$ cat config.mk
export PLATFORM = sky130hd
export DESIGN_NAME = systolic_skew_feeder_flat
export DESIGN_NICKNAME = d
export VERILOG_FILES = /design/src/rtl/systolic_pkg.sv /design/src/rtl/systolic_skew_feeder_if.sv /design/src/rtl/skew_lane.sv /design/src/rtl/systolic_skew_feeder.sv /design/src/flat_wrapper.sv
export SDC_FILE = /design/constraint.sdc
export NUM_CORES = 1
export LEC_CHECK = 0
export CAP_MARGIN = 10
export CELL_PAD_IN_SITES_DETAIL_PLACEMENT = 1
export CELL_PAD_IN_SITES_GLOBAL_PLACEMENT = 2
export CORE_MARGIN = 10
export CORE_UTILIZATION = 38
export DETAILED_ROUTE_END_ITERATION = 16
export DONT_BUFFER_PORTS = 1
export PLACE_DENSITY_LB_ADDON = 0.1
export SLEW_MARGIN = 0
export SYNTH_ARGS = -nofsm -noshare
export SYNTH_HDL_FRONTEND = slang
export SYNTH_SLANG_ARGS = --single-unit
$ cat constraint.sdc
create_clock -name clk -period 1.9 [get_ports clk]
set_input_delay 0.38 -clock clk [delete_from_list [all_inputs] [get_ports clk]]
set_output_delay 0.38 -clock clk [all_outputs]
set_load 0.02 [all_outputs]
$ cat src/rtl/systolic_pkg.sv
// Shared types and default sizes for the integer MAC systolic array (PE, array top, edge feeders).
package systolic_pkg;

    typedef enum logic [1:0] {
        IDLE  = 2'd0,
        LOAD  = 2'd1,
        FLUSH = 2'd2,
        DONE  = 2'd3
    } skew_state_t;

    localparam int DEFAULT_DATA_WIDTH = 16;
    localparam int DEFAULT_N          = 4;
    localparam int DEFAULT_K_WIDTH    = 8;

endpackage

$ cat src/rtl/systolic_skew_feeder_if.sv
// Operand-feeder bus: pass control, input vector handshake and skewed edge output.
// stall_cnt exists only when SKEW_FEEDER_STALL_CNT_EN is defined.
interface systolic_skew_feeder_if
  import systolic_pkg::*;
#(
  parameter int DATA_WIDTH = DEFAULT_DATA_WIDTH,
  parameter int N          = DEFAULT_N,
  parameter int K_WIDTH    = DEFAULT_K_WIDTH
);
  logic                    start;
  logic [K_WIDTH-1:0]      k_len;
  logic                    in_valid;
  logic                    in_ready;
  logic [N*DATA_WIDTH-1:0] in_data;
  logic [N*DATA_WIDTH-1:0] out_data;
  logic                    busy;
  logic                    done;
`ifdef SKEW_FEEDER_STALL_CNT_EN
  logic [K_WIDTH-1:0]      stall_cnt;
`endif

  modport master (
    output start, k_len, in_valid, in_data,
    input  in_ready, out_data, busy, done
`ifdef SKEW_FEEDER_STALL_CNT_EN
    , input stall_cnt
`endif
  );

  modport slave (
    input  start, k_len, in_valid, in_data,
    output in_ready, out_data, busy, done
`ifdef SKEW_FEEDER_STALL_CNT_EN
    , output stall_cnt
`endif
  );
endinterface

$ cat src/rtl/skew_lane.sv
// One lane of the feeder skew: a DEPTH-register shift chain, data passed through unmodified.
module skew_lane #(
  parameter int DATA_WIDTH = 16,
  parameter int DEPTH      = 1
) (
  input  logic                         clk,
  input  logic                         rstn,
  input  logic signed [DATA_WIDTH-1:0] din,
  output logic signed [DATA_WIDTH-1:0] dout
);
  logic signed [DATA_WIDTH-1:0] chain [DEPTH];

  always_ff @(posedge clk or negedge rstn) begin
    if (!rstn) begin
      for (int j = 0; j < DEPTH; j++) chain[j] <= '0;
    end else begin
      chain[0] <= din;
      for (int j = 1; j < DEPTH; j++) chain[j] <= chain[j-1];
    end
  end

  assign dout = chain[DEPTH-1];
endmodule

$ cat src/rtl/systolic_skew_feeder.sv
// Systolic-array edge feeder: frames a K-vector pass and skews lane i by i+1 cycles.
// Optional stall counter on the bus when SKEW_FEEDER_STALL_CNT_EN is defined.
module systolic_skew_feeder
  import systolic_pkg::*;
#(
  parameter int DATA_WIDTH = DEFAULT_DATA_WIDTH,
  parameter int N          = DEFAULT_N,
  parameter int K_WIDTH    = DEFAULT_K_WIDTH
) (
  input logic                 clk,
  input logic                 rstn,
  systolic_skew_feeder_if.slave bus
);
  localparam int FCW   = (N > 1) ? $clog2(N) : 1;
  localparam bit MULTI = (N > 1);

  skew_state_t             state;
  logic [K_WIDTH-1:0]      remaining;
  logic [FCW-1:0]          flush_cnt;
  logic                    in_ready_q;
  logic                    busy_q;
  logic                    done_q;
  logic                    accept;
  logic                    start_ok;
  logic [N*DATA_WIDTH-1:0] inj;
  logic [N*DATA_WIDTH-1:0] out_vec;

  assign accept   = (state == LOAD) && bus.in_valid;
  assign start_ok = (state == IDLE) && bus.start && (bus.k_len != '0);
  // Anything other than an accepted vector enters the skew as zeros.
  assign inj      = accept ? bus.in_data : '0;

  always_ff @(posedge clk or negedge rstn) begin
    if (!rstn) begin
      state      <= IDLE;
      remaining  <= '0;
      flush_cnt  <= '0;
      in_ready_q <= 1'b0;
      busy_q     <= 1'b0;
      done_q     <= 1'b0;
    end else begin
      case (state)
        IDLE: begin
          if (start_ok) begin
            remaining  <= bus.k_len;
            state      <= LOAD;
            in_ready_q <= 1'b1;
            busy_q     <= 1'b1;
          end
        end
        LOAD: begin
          if (bus.in_valid) begin
            remaining <= remaining - K_WIDTH'(1);
            if (remaining == K_WIDTH'(1)) begin
              in_ready_q <= 1'b0;
              flush_cnt  <= '0;
              if (MULTI) begin
                state <= FLUSH;
              end else begin
                state  <= DONE;
                done_q <= 1'b1;
              end
            end
          end
        end
        FLUSH: begin
          // N-1 flush cycles: the last vector then sits in lane N-1's final register.
          if (flush_cnt == FCW'(N - 2)) begin
            state  <= DONE;
            done_q <= 1'b1;
          end else begin
            flush_cnt <= flush_cnt + FCW'(1);
          end
        end
        DONE: begin
          state  <= IDLE;
          busy_q <= 1'b0;
          done_q <= 1'b0;
        end
        default: state <= IDLE;
      endcase
    end
  end

`ifdef SKEW_FEEDER_STALL_CNT_EN
  logic [K_WIDTH-1:0] stall_q;

  always_ff @(posedge clk or negedge rstn) begin
    if (!rstn) begin
      stall_q <= '0;
    end else if (start_ok) begin
      stall_q <= '0;
    end else if ((state == LOAD) && !bus.in_valid && (stall_q != '1)) begin
      stall_q <= stall_q + K_WIDTH'(1);
    end
  end

  assign bus.stall_cnt = stall_q;
`endif

  for (genvar i = 0; i < N; i++) begin : g_lane
    skew_lane #(
      .DATA_WIDTH(DATA_WIDTH),
      .DEPTH     (i + 1)
    ) u_lane (
      .clk (clk),
      .rstn(rstn),
      .din (inj[i*DATA_WIDTH +: DATA_WIDTH]),
      .dout(out_vec[i*DATA_WIDTH +: DATA_WIDTH])
    );
  end

  assign bus.out_data = out_vec;
  assign bus.in_ready = in_ready_q;
  assign bus.busy     = busy_q;
  assign bus.done     = done_q;
endmodule

$ cat src/flat_wrapper.sv
// flat-port wrapper written by rule: the top's interface ports become plain ports
module systolic_skew_feeder_flat import systolic_pkg::*;
#(
  parameter int DATA_WIDTH = DEFAULT_DATA_WIDTH,
  parameter int N          = DEFAULT_N,
  parameter int K_WIDTH    = DEFAULT_K_WIDTH
)
  (clk, rstn, bus_start, bus_k_len, bus_in_valid, bus_in_data, bus_in_ready, bus_out_data, bus_busy, bus_done);
  systolic_skew_feeder_if #(.DATA_WIDTH(DATA_WIDTH), .N(N), .K_WIDTH(K_WIDTH)) bus_i ();
  input logic clk;
  input logic rstn;
  input wire logic [$bits(bus_i.start)-1:0] bus_start;
  input wire logic [$bits(bus_i.k_len)-1:0] bus_k_len;
  input wire logic [$bits(bus_i.in_valid)-1:0] bus_in_valid;
  input wire logic [$bits(bus_i.in_data)-1:0] bus_in_data;
  output wire logic [$bits(bus_i.in_ready)-1:0] bus_in_ready;
  output wire logic [$bits(bus_i.out_data)-1:0] bus_out_data;
  output wire logic [$bits(bus_i.busy)-1:0] bus_busy;
  output wire logic [$bits(bus_i.done)-1:0] bus_done;
  assign bus_i.start = bus_start;
  assign bus_i.k_len = bus_k_len;
  assign bus_i.in_valid = bus_in_valid;
  assign bus_i.in_data = bus_in_data;
  assign bus_in_ready = bus_i.in_ready;
  assign bus_out_data = bus_i.out_data;
  assign bus_busy = bus_i.busy;
  assign bus_done = bus_i.done;
  systolic_skew_feeder #(.DATA_WIDTH(DATA_WIDTH), .N(N), .K_WIDTH(K_WIDTH)) u_core (.clk(clk), .rstn(rstn), .bus(bus_i));
endmodule
==> flow_summary_export.csv <==
group,metric,value,unit
status,outcome,"finished, violations left",
status,violations,"hold timing",
setup_path,required,2.19,ns
timing,period_needed,1.84,ns
routing,top_layer,"met5",
clock_tree,ctsHtreeMaxLevel,4,
final_layout,final_cells,579,
placed_design,dp_slack,-0.0221,ns
timing,finalHoldViolCount,175,
floorplan,fp.dieArea,20900,um2
floorplan,initial_core_util,0.389,
routing,vias_per_cell,4.97,
timing,slew_headroom,0.710,
final_layout,drive_above_1_share,0.195,
clock_tree,cts_tree,"yes",
timing,tightestPinTransition,0.431,ns
floorplan,fp.dieW,145,um
synth,ys_seq_elements,175,
routing,drtIter0Drc,134,
timing,finClkSkew,0.0116,ns
synth,synthSimpleGateAreaFrac,0.0938,
global_route,grt_pass1_wl,18700,um
timing,fmax,545,MHz
setup_path,cp.arrival,2.13,ns
synth,synth_ff_type,"dfrtp_1",
synth,synth_fa_ha_area_frac,0.0169,
synth,synth.avg_cell_area,14.8,um2
routing,wl_met1,4730,um
global_route,grt_overflow_total,0,
floorplan,coreArea,15200,um2
timing,maxSlewViolCount,0,
min_path,hold_class,"input port to async pin",
timing,setup_ws,0.0635,ns
global_route,grt_usage,0.120,
power_and_ir_drop,finalPower,10.5,mW
synth,synth_top_family_by_area,"simple AND/OR/NAND/NOR gates",
final_layout,mostFrequentLayoutCells,"dfrtp_1, and3_1, buf_4",
synth,muxShareOfSynthArea,0.00889,
synth,seq_area_frac_synth,0.741,
routing,wl_per_cell,20.7,um
final_layout,synthToLayoutAreaGrowth,11.9,%
setup_path,criticalPathCategory,"flip-flop to flip-flop",
power_and_ir_drop,p_per_area,1600,nW/um2
timing,fin_hold_ws,-0.342,ns
setup_path,worstPathMaxFanout,5,
synth,ys_warn_count,0,
power_and_ir_drop,leakage,3.47,nW
synth,synth_xor_area_frac,0,
synth,synth-edff-count,0,
clock_tree,clk_latency,0.42,ns
final_layout,nets,460,
power_and_ir_drop,peakVddDrop,0.646,mV
clock_tree,cts_sinks,175,
synth,synth_compound_area_frac,0.0557,
setup_path,crit_path_end_kind,"flip-flop",
global_route,antenna_found_initial,3,
setup_path,ff2ff_path_depth,6,
routing,detail-route-antenna-nets,0,
clock_tree,clk_pin_slew,0.07,ns
routing,drt_pass1_iterations,5,
clock_tree,cts_root_buf,"clkbuf_16",
final_layout,final_common_cell,"dfrtp_1",
placed_design,io_buffers,0,
synth,synth_cell_types,46,
synth,syn_nets,484,
job,drv_cap,0,
floorplan,fp.dieH,145,um
clock_tree,clk_path_buf_depth,2,
synth,synthCells,400,
floorplan,rows,45,
routing,met2_length,6090,um
global_route,grt_max_degree,176,
setup_path,critPathLaunchType,"flip-flop",
global_route,first_global_vias,3155,
timing,setup_viol,0,
timing,setup_tns,0,ns
placed_design,place_hpwl,8220,um
routing,drcViolationCount,0,
placed_design,place_congestion,0.755,
routing,vias,2876,
clock_tree,cts_made_buffers,17,
routing,wl,12000,um
floorplan,ioPinCount,143,
synth,synth_area,5910,um2
placed_design,place_inst,542,
routing,routed-wl-met3,1030,um
timing,fin_crit_sh,0.967,
synth,synthArstFlopShare,1.00,
## critical path: stages, from the launching register on
cell      delay [ns]
dfrtp_2         0.44
inv_2           0.07
ha_2            0.16
or3b_4          0.39
or4_4           0.42
a211oi_2        0.16
a211oi_1        0.07
## timing repair
item                                   in CTS  in global routing
endpoints found under the hold margin     175                175
pin swaps                                   0                  1
gates resized for setup                     1                 12
setup endpoints to repair                   1                  8
buffers inserted                            1                  2
## power breakdown
group          switching (mW)  internal [mW]  total (mW)
clock                    1.49           2.29        3.78
combinational           0.931          0.849        1.78
sequential              0.622           4.36        4.98
## per-stage QoR
stage                     utilization  area [um2]
after floorplan                     -        5920
after global placement          0.386        5870
after detailed placement        0.386        5870
after CTS                       0.430        6540
after global routing            0.435        6610
final                           0.435        6610
## cell families (layout without fill, tap and decap cells)
group / after synthesis / count (layout)
adder cells (fa/ha/maj): 8 / 8
flip-flops: 175 / 175
AO/OA/AOI/OAI: 43 / 43
AND/OR/NAND/NOR: 89 / 89
buffers and inverters: 80 / 69
other: 0 / 2
multiplexers: 5 / 5
## layout make-up
cell class / instances / area [um2]
multi-input cells: 145 / 1090
clock buffers: 18 / 439
clock inverters: 14 / 225
flip-flops and latches: 175 / 4380
diodes: 2 / 5.00
well taps: 188 / 235
inverters: 13 / 48.8
fillers: 1529 / 8590
repair buffers: 24 / 188
## Yosys cell counts, types with 3 or more instances
cell,number,area (um2)
or4_4,3,33.8
mux2i_1,3,30.0
dfrtp_1,175,4380
nor2_1,3,11.3
a211oi_1,8,60.1
buf_4,49,368
and3_1,64,400
nand2_1,5,18.8
inv_1,13,48.8
clkbuf_1,16,60.1
ha_1,8,100
o21ai_0,5,25.0
## metal layers
metal | vias to the layer above | global-route usage
li1 | 1273 | -
met1 | 1493 | 0.138
met2 | 96 | 0.190
met3 | 12 | 0.0541
met4 | 2 | 0.0527
met5 | - | 0
## path summary, 6_finish.rpt
kind | from | endpoint | slack (ns)
worst max-delay path | u_core.remaining[0] | u_core.remaining[6] | 0.06
worst min-delay path | rstn | u_core.g_lane[1].u_lane.chain[17] | -0.34
worst max register to register | u_core.remaining[0] | u_core.remaining[6] | 0.06
worst min register to register | u_core.g_lane[3].u_lane.chain[52] | u_core.g_lane[3].u_lane.chain[36] | 0.34
max in group asynchronous | rstn | u_core.flush_cnt[0] | 1.91
min in group clk | bus_in_data[3] | u_core.g_lane[0].u_lane.dout[3] | 0.11
## flip-flops by register name (all words and copies together) (netlist names)
register,flops
u_core.remaining,8
u_core.bus.done,1
u_core.state,2
u_core.flush_cnt,2
u_core.bus.busy,1
u_core.g_lane.u_lane.chain,96
u_core.g_lane.u_lane.dout,64
u_core.bus.in_ready,1
Power figures use the tool's default switching activity.
